--- src/rtl/sevenseg_scan_ctrl_pkg.sv ---
// Shared types for the seven-segment scan controller: FSM state encoding
// and the per-digit nibble extraction helper.
package sevenseg_pkg;

  typedef enum logic [1:0] {IDLE, BLANK, SHOW} state_t;

  localparam int MAX_DIGITS = 16;
  typedef logic [4*MAX_DIGITS-1:0] digits_t;

  // Digit k occupies bits [4k+3:4k]; callers zero-extend their vector to digits_t.
  function automatic logic [3:0] digit_field(input digits_t vals, input int k);
    return vals[4*k +: 4];
  endfunction

endpackage

--- src/rtl/sevenseg_scan_ctrl_if.sv ---
// Host-side bundle of the scan controller: value loading, scan enable and
// the registered drive towards the shared decoder and digit transistors.
interface sevenseg_scan_ctrl_if #(parameter int NDIGITS = 4);
  logic                   enable;
  logic                   load;
  logic [4*NDIGITS-1:0]   data_in;
  logic [NDIGITS-1:0]     dp_in;
  logic [3:0]             nibble;
  logic                   dp;
  logic [NDIGITS-1:0]     digit_en;
  logic                   frame_done;
  logic                   upd_done;

  modport master (
    output enable, load, data_in, dp_in,
    input  nibble, dp, digit_en, frame_done, upd_done
  );

  modport slave (
    input  enable, load, data_in, dp_in,
    output nibble, dp, digit_en, frame_done, upd_done
  );
endinterface

--- src/rtl/sevenseg_scan_ctrl_scan_timer.sv ---
// Loadable down-counter that paces the blank and show phases; it parks at
// zero and reports it until reloaded.
module scan_timer #(
  parameter int W = 1
) (
  input  logic         clk,
  input  logic         reset,
  input  logic         reload,
  input  logic [W-1:0] value,
  input  logic         en,
  output logic         zero
);
  logic [W-1:0] cnt;

  always_ff @(posedge clk) begin
    if (reset)                 cnt <= '0;
    else if (reload)           cnt <= value;
    else if (en && cnt != '0)  cnt <= cnt - 1'b1;
  end

  assign zero = (cnt == '0);
endmodule

--- src/rtl/sevenseg_scan_ctrl.sv ---
// Time-multiplexed scan controller: double-buffered digit values, blank gap
// before each digit, value updates applied only at frame boundaries.
module sevenseg_scan_ctrl #(
  parameter int NDIGITS = 4,
  parameter int DIV     = 1000,
  parameter int BLANK   = 2
) (
  input  logic                clk,
  input  logic                reset,
  sevenseg_scan_ctrl_if.slave bus
);
  import sevenseg_pkg::*;

  localparam int SPAN = (DIV > BLANK) ? DIV : BLANK;
  localparam int CW   = (SPAN > 1) ? $clog2(SPAN) : 1;
  localparam int IW   = $clog2(NDIGITS);
  localparam logic [CW-1:0] DIV_LD   = CW'(DIV - 1);
  localparam logic [CW-1:0] BLANK_LD = CW'(BLANK - 1);

  state_t               state;
  logic [IW-1:0]        idx, next_idx;
  logic                 last, boundary;
  logic [4*NDIGITS-1:0] pending_val, active_val, show_val;
  logic [NDIGITS-1:0]   pending_dp, active_dp, show_dp;
  logic                 pending_valid;
  logic                 t_reload, t_zero;
  logic [CW-1:0]        t_value;

  scan_timer #(.W(CW)) u_timer (
    .clk   (clk),
    .reset (reset),
    .reload(t_reload),
    .value (t_value),
    .en    (bus.enable),
    .zero  (t_zero)
  );

  assign last     = (idx == IW'(NDIGITS - 1));
  assign next_idx = last ? '0 : idx + 1'b1;
  assign boundary = bus.enable &&
                    (state == sevenseg_pkg::IDLE ||
                     (state == sevenseg_pkg::SHOW && t_zero && last));
  // Data presented on entry to a new frame is the freshly transferred pending copy.
  assign show_val = (boundary && pending_valid) ? pending_val : active_val;
  assign show_dp  = (boundary && pending_valid) ? pending_dp  : active_dp;

  // NOTE: every signal gets a default before the case, so no path can infer a latch.
  always_comb begin
    t_reload = 1'b1;
    t_value  = '0;
    if (bus.enable) begin
      unique case (state)
        sevenseg_pkg::IDLE:  t_value = BLANK_LD;
        sevenseg_pkg::BLANK: begin t_reload = t_zero; t_value = DIV_LD;   end
        sevenseg_pkg::SHOW:  begin t_reload = t_zero; t_value = BLANK_LD; end
        default: ;
      endcase
    end
  end

  // NOTE: non-blocking assignments so every register samples pre-edge values.
  always_ff @(posedge clk) begin
    if (reset) begin
      // NOTE: the buffers are plain flops, so they take the reset like any other register.
      state          <= sevenseg_pkg::IDLE;
      idx            <= '0;
      pending_val    <= '0;
      pending_dp     <= '0;
      active_val     <= '0;
      active_dp      <= '0;
      pending_valid  <= 1'b0;
      bus.nibble     <= '0;
      bus.dp         <= 1'b0;
      bus.digit_en   <= '0;
      bus.frame_done <= 1'b0;
      bus.upd_done   <= 1'b0;
    end else begin
      bus.frame_done <= 1'b0;
      bus.upd_done   <= 1'b0;

      if (boundary && pending_valid) begin
        active_val   <= pending_val;
        active_dp    <= pending_dp;
        bus.upd_done <= 1'b1;
      end
      // A load coinciding with a transfer refills pending and keeps it valid.
      if (bus.load) begin
        pending_val   <= bus.data_in;
        pending_dp    <= bus.dp_in;
        pending_valid <= 1'b1;
      end else if (boundary) begin
        pending_valid <= 1'b0;
      end

      if (!bus.enable) begin
        state        <= sevenseg_pkg::IDLE;
        idx          <= '0;
        bus.nibble   <= '0;
        bus.dp       <= 1'b0;
        bus.digit_en <= '0;
      end else begin
        unique case (state)
          sevenseg_pkg::IDLE: begin
            state        <= sevenseg_pkg::BLANK;
            idx          <= '0;
            bus.nibble   <= digit_field(digits_t'(show_val), 0);
            bus.dp       <= show_dp[0];
            bus.digit_en <= '0;
          end
          sevenseg_pkg::BLANK: begin
            if (t_zero) begin
              state        <= sevenseg_pkg::SHOW;
              bus.digit_en <= NDIGITS'(1) << idx;
            end
          end
          sevenseg_pkg::SHOW: begin
            if (t_zero) begin
              state          <= sevenseg_pkg::BLANK;
              idx            <= next_idx;
              bus.digit_en   <= '0;
              bus.nibble     <= digit_field(digits_t'(show_val), int'(next_idx));
              bus.dp         <= show_dp[next_idx];
              bus.frame_done <= last;
            end
          end
          default: state <= sevenseg_pkg::IDLE;
        endcase
      end
    end
  end
endmodule

--- src/flat_wrapper.sv ---
// flat-port wrapper written by rule: the top's interface ports become plain ports
module sevenseg_scan_ctrl_flat import sevenseg_pkg::*;
#(
  parameter int NDIGITS = 4,
  parameter int DIV     = 1000,
  parameter int BLANK   = 2
)
  (clk, reset, bus_enable, bus_load, bus_data_in, bus_dp_in, bus_nibble, bus_dp, bus_digit_en, bus_frame_done, bus_upd_done);
  sevenseg_scan_ctrl_if #(.NDIGITS(NDIGITS)) bus_i ();
  input  logic clk;
  input  logic reset;
  input wire logic [$bits(bus_i.enable)-1:0] bus_enable;
  input wire logic [$bits(bus_i.load)-1:0] bus_load;
  input wire logic [$bits(bus_i.data_in)-1:0] bus_data_in;
  input wire logic [$bits(bus_i.dp_in)-1:0] bus_dp_in;
  output wire logic [$bits(bus_i.nibble)-1:0] bus_nibble;
  output wire logic [$bits(bus_i.dp)-1:0] bus_dp;
  output wire logic [$bits(bus_i.digit_en)-1:0] bus_digit_en;
  output wire logic [$bits(bus_i.frame_done)-1:0] bus_frame_done;
  output wire logic [$bits(bus_i.upd_done)-1:0] bus_upd_done;
  assign bus_i.enable = bus_enable;
  assign bus_i.load = bus_load;
  assign bus_i.data_in = bus_data_in;
  assign bus_i.dp_in = bus_dp_in;
  assign bus_nibble = bus_i.nibble;
  assign bus_dp = bus_i.dp;
  assign bus_digit_en = bus_i.digit_en;
  assign bus_frame_done = bus_i.frame_done;
  assign bus_upd_done = bus_i.upd_done;
  sevenseg_scan_ctrl #(.NDIGITS(NDIGITS), .DIV(DIV), .BLANK(BLANK)) u_core (.clk(clk), .reset(reset), .bus(bus_i));
endmodule
--- config.mk ---
export PLATFORM = sky130hd
export DESIGN_NAME = sevenseg_scan_ctrl_flat
export DESIGN_NICKNAME = d
export VERILOG_FILES = /design/src/rtl/sevenseg_scan_ctrl_pkg.sv /design/src/rtl/sevenseg_scan_ctrl_if.sv /design/src/rtl/sevenseg_scan_ctrl_scan_timer.sv /design/src/rtl/sevenseg_scan_ctrl.sv /design/src/flat_wrapper.sv
export SDC_FILE = /design/constraint.sdc
export NUM_CORES = 1
export LEC_CHECK = 0
export BUFFER_PORTS_ARGS = -buffer_cell sky130_fd_sc_hd__buf_2
export CAP_MARGIN = 40
export CORE_MARGIN = 3
export CORE_UTILIZATION = 55
export CTS_CLUSTER_SIZE = 16
export DETAILED_ROUTE_END_ITERATION = 10
export GPL_TIMING_DRIVEN = 0
export PLACE_DENSITY = 0.76
export SETUP_SLACK_MARGIN = 0.4
export SLEW_MARGIN = 40
export SYNTH_ARGS = -nofsm -noshare
export SYNTH_HDL_FRONTEND = slang
export SYNTH_SLANG_ARGS = --single-unit
--- constraint.sdc ---
create_clock -name clk -period 2.9 [get_ports clk]
set_clock_uncertainty 0.05 [all_clocks]
set_input_delay 0.58 -clock clk [delete_from_list [all_inputs] [get_ports clk]]
set_output_delay 0.58 -clock clk [all_outputs]
set_load 0.05 [all_outputs]
==> impl_results.md <==
- Routed WL per cell: 14.5 um
- Crit end category: flip-flop
- Final hold violation count: 0
- Largest net degree at the start of global routing: 12
- Final Wtd Congestion: between 0.8 and 0.9
- Worst reg2reg path endpoint: u_core.bus.nibble[0]$_SDFFE_PP0P_
- Run status: finished clean
- Fillers: 475
- Asr flop ratio synth: 0
- Max-slew headroom: 0.494
- Setup violations, final: 0
- Most frequent cells in the layout: dfxtp_1, nand2_1, nor2_1, buf_2, mux2i_1
- Post-layout min period: 2.35 ns
- Syn nets: 365
- Hold path startpoint: u_core.active_dp[0]$_SDFF_PP0_
- Met3 wire len: 382 um
- Rows: 26
- Slew Viols, Final: 0
- Hold depth: 2
- Die W: 79.2 um
- Layout Area Growth over Synthesis: 15.1%
- Mean number of vias per cell: 5.56
- Simple-Gate Fraction of Synth Area: 0.190
- Post-CTS Setup Bufs: 0
- Fraction of the mapped netlist area in compound gates: 0.150
- Most common cell after layout, fill and taps aside: dfxtp_1
- Register area share after synthesis: 0.448
- CTS sink cnt: 66
- Nets@finish: roughly 400
- Xor/xnor share of the synthesized area: 0.0238
- # diodes: 0
- Post-placement cell count: 434
- Synth unique cells: 45
- CTS Hold Buffers Added: 0
- Worst Hold Class: flip-flop to flip-flop
- Post-DRT Antenna Nets: 0
- Cell leakage power: 1.39 nW
- Worst reg2reg startpoint: u_core.idx[0]$_SDFFE_PP0P_
- Yosys reg bits: 66
- Endpoint, Worst Hold: u_core.active_dp[0]$_SDFF_PP0_
- Die ar.: approximately 6300 sq um
- Largest family of logic cells by synthesized area: simple AND/OR/NAND/NOR gates
- Pin slew with the least headroom to its limit: 0.758 ns
- Period utilization: 0.809
- I/O Pins: 35
- Yosys warns: 0
- First-pass GRT wire length: 11000 um
- IR drop worst, VDD: 381 uV
- Total gr overflow: 0
- Buffers on Ports: 32
- Unrepaired setup endpoints after global routing: false
- Overall Global Routing Usage: 0.223
- Mux share of post-synthesis cell area: 0.109
- Initial DRC count: 139
- Clock Latency Late Sink: 0.34 ns
- Drt total wl: 6540 um
- Cells on worst reg2reg path: 8
- Post-CTS resize count: 1
- Layout Cells excl Fill: 450
- CTS tree: done
- Synth Area per Inst: 8.88 sq um
- Share of cells above drive strength 1: 0.168
- Mapped Area: 2950 sq um
- Post-synth EDFFs: 0
- CTS clk-pin slew, worst paths: 0.07 ns
- Die Span Y: a little under 80 um
- Detail Route met2 WL: 3260 um
- TNS Setup: 0 ns
- Via count: ~2500
- Critical Path RT: between 3 and 4 ns
- CP arrival: 2.53 ns
- Top FF cell, synth: dfxtp_1
- Critical Path Fanout Max: 10
- Synth Area in Adders: 0.0382
- Smallest hold slack: 0.404 ns
- Effective utilization at floorplan: 0.574
- DP HPWL: 4740 um
- Total clock buffers created by CTS: 9
- Initial antenna violation count: 0
- Pwr Total: 0.00194 W
- Drt drc: 0
- Mapped Cells: 332
- Clock tree buffer depth: 2
- Root Buffer: clkbuf_8
- FF-to-FF setup slack: 0.55 ns
- Highest Signal Layer: met4
- FMAX: between 400 and 500 MHz
- Power density cells: 571 nW/um^2
- Max Cap Viol: 0
- Routed metal-1 wire length: 2830 um
- Kind of critical path: flip-flop to flip-flop
- CP Launch Type: flip-flop
- First-pass DRT Iterations: 5
- Core Footprint: 5140 sq um
- Number of global-route vias before repair: around 2400
- Util after Layout: 0.660
- H-tree depth: 3
[Yosys cell counts (all sizes together) (3+ instances only)]
library cell | number | area share
a21oi | 22 | 0.037
nand2 | 53 | 0.067
nor2 | 36 | 0.048
xor2 | 5 | 0.015
inv | 8 | 0.010
mux2i | 26 | 0.088
o22ai | 12 | 0.025
mux2 | 5 | 0.020
buf | 7 | 0.016
nand3 | 5 | 0.0085
clkbuf | 12 | 0.015
xnor2 | 3 | 0.0089
a32o | 4 | 0.014
nor4 | 5 | 0.016
o21ai | 14 | 0.024
a211oi | 3 | 0.0076
a22o | 4 | 0.012
nor3b | 4 | 0.010
ha | 9 | 0.038
dfxtp | 66 | 0.45
nor3 | 5 | 0.0085
[cell families after synthesis]
logic type | after synthesis
AO/OA/AOI/OAI | 70
XOR/XNOR | 8
adder cells (fa/ha/maj) | 9
buffers and inverters | 27
flip-flops | 66
multiplexers | 31
AND/OR/NAND/NOR | 121
[critical path, stage by stage, from the launching register on]
cell and delay, ns:
dfxtp_1 0.36, clkbuf_4 0.21, inv_1 0.08, ha_2 0.34
or3_1 0.43, o22ai_1 0.17, nand2_1 0.06, mux2_2 0.29
a32o_1 0.25
[routing by layer]
| metal | GRT usage | up-vias |
|---|---|---|
| met5 | 0 | - |
| met4 | 0.0842 | 0 |
| met3 | 0.0476 | 10 |
| met2 | 0.381 | 69 |
| met1 | 0.275 | 1173 |
| li1 | - | 1251 |
[where the power goes]
part           internal, W  leakage [nW]  switching [W]
sequential        0.000940         0.538      0.0000301
clock             0.000394        0.0893       0.000349
combinational    0.0000949         0.761       0.000132
total              0.00143          1.39       0.000510
[per-stage QoR]
step | setup slack [ns] | area (sq um)
floorplan | 0.711 | 2950
global placement | 0.454 | 3200
detailed placement | 0.432 | 3200
CTS | 0.431 | 3390
global route | 0.412 | 3390
finish | 0.553 | 3390
[sequential cells by signal, indices dropped and copies added, names as in the netlist, 2 cells and up]
| register | cells |
|---|---|
| u_core.pending_dp | 4 |
| u_core.active_val | 16 |
| u_core.bus.digit_en | 4 |
| u_core.active_dp | 4 |
| u_core.u_timer.cnt | 10 |
| u_core.state | 2 |
| u_core.bus.nibble | 4 |
| u_core.idx | 2 |
| u_core.pending_val | 16 |
[worst max path at each step]
stage	start	to	slack, ns	depth (start not counted)
global route	u_core.idx[0]$_SDFFE_PP0P_	u_core.bus.nibble[1]$_SDFFE_PP0P_	0.41	8
detailed placement	u_core.idx[0]$_SDFFE_PP0P_	u_core.bus.nibble[3]$_SDFFE_PP0P_	0.43	8
CTS	u_core.idx[0]$_SDFFE_PP0P_	u_core.bus.nibble[1]$_SDFFE_PP0P_	0.43	8
global placement	u_core.idx[0]$_SDFFE_PP0P_	u_core.bus.nibble[0]$_SDFFE_PP0P_	0.45	8
floorplan	u_core.idx[0]$_SDFFE_PP0P_	u_core.bus.nibble[1]$_SDFFE_PP0P_	0.71	8
finish	u_core.idx[0]$_SDFFE_PP0P_	u_core.bus.nibble[0]$_SDFFE_PP0P_	0.55	8
[layout make-up]
class / count / area (sq um) / share of cell area
Buffer: 19 / 96.3 / 0.0284
Clock buffer: 11 / 131 / 0.0387
Clock inverter: 5 / 55.1 / 0.0162
Inverter: 8 / 30.0 / 0.00885
Multi-Input combinational cell: 239 / 1510 / 0.446
Sequential cell: 66 / 1320 / 0.389
Tap cell: 70 / 87.6 / 0.0258
Timing Repair Buffer: 32 / 160 / 0.0472
(Power assumes the default switching activity.)
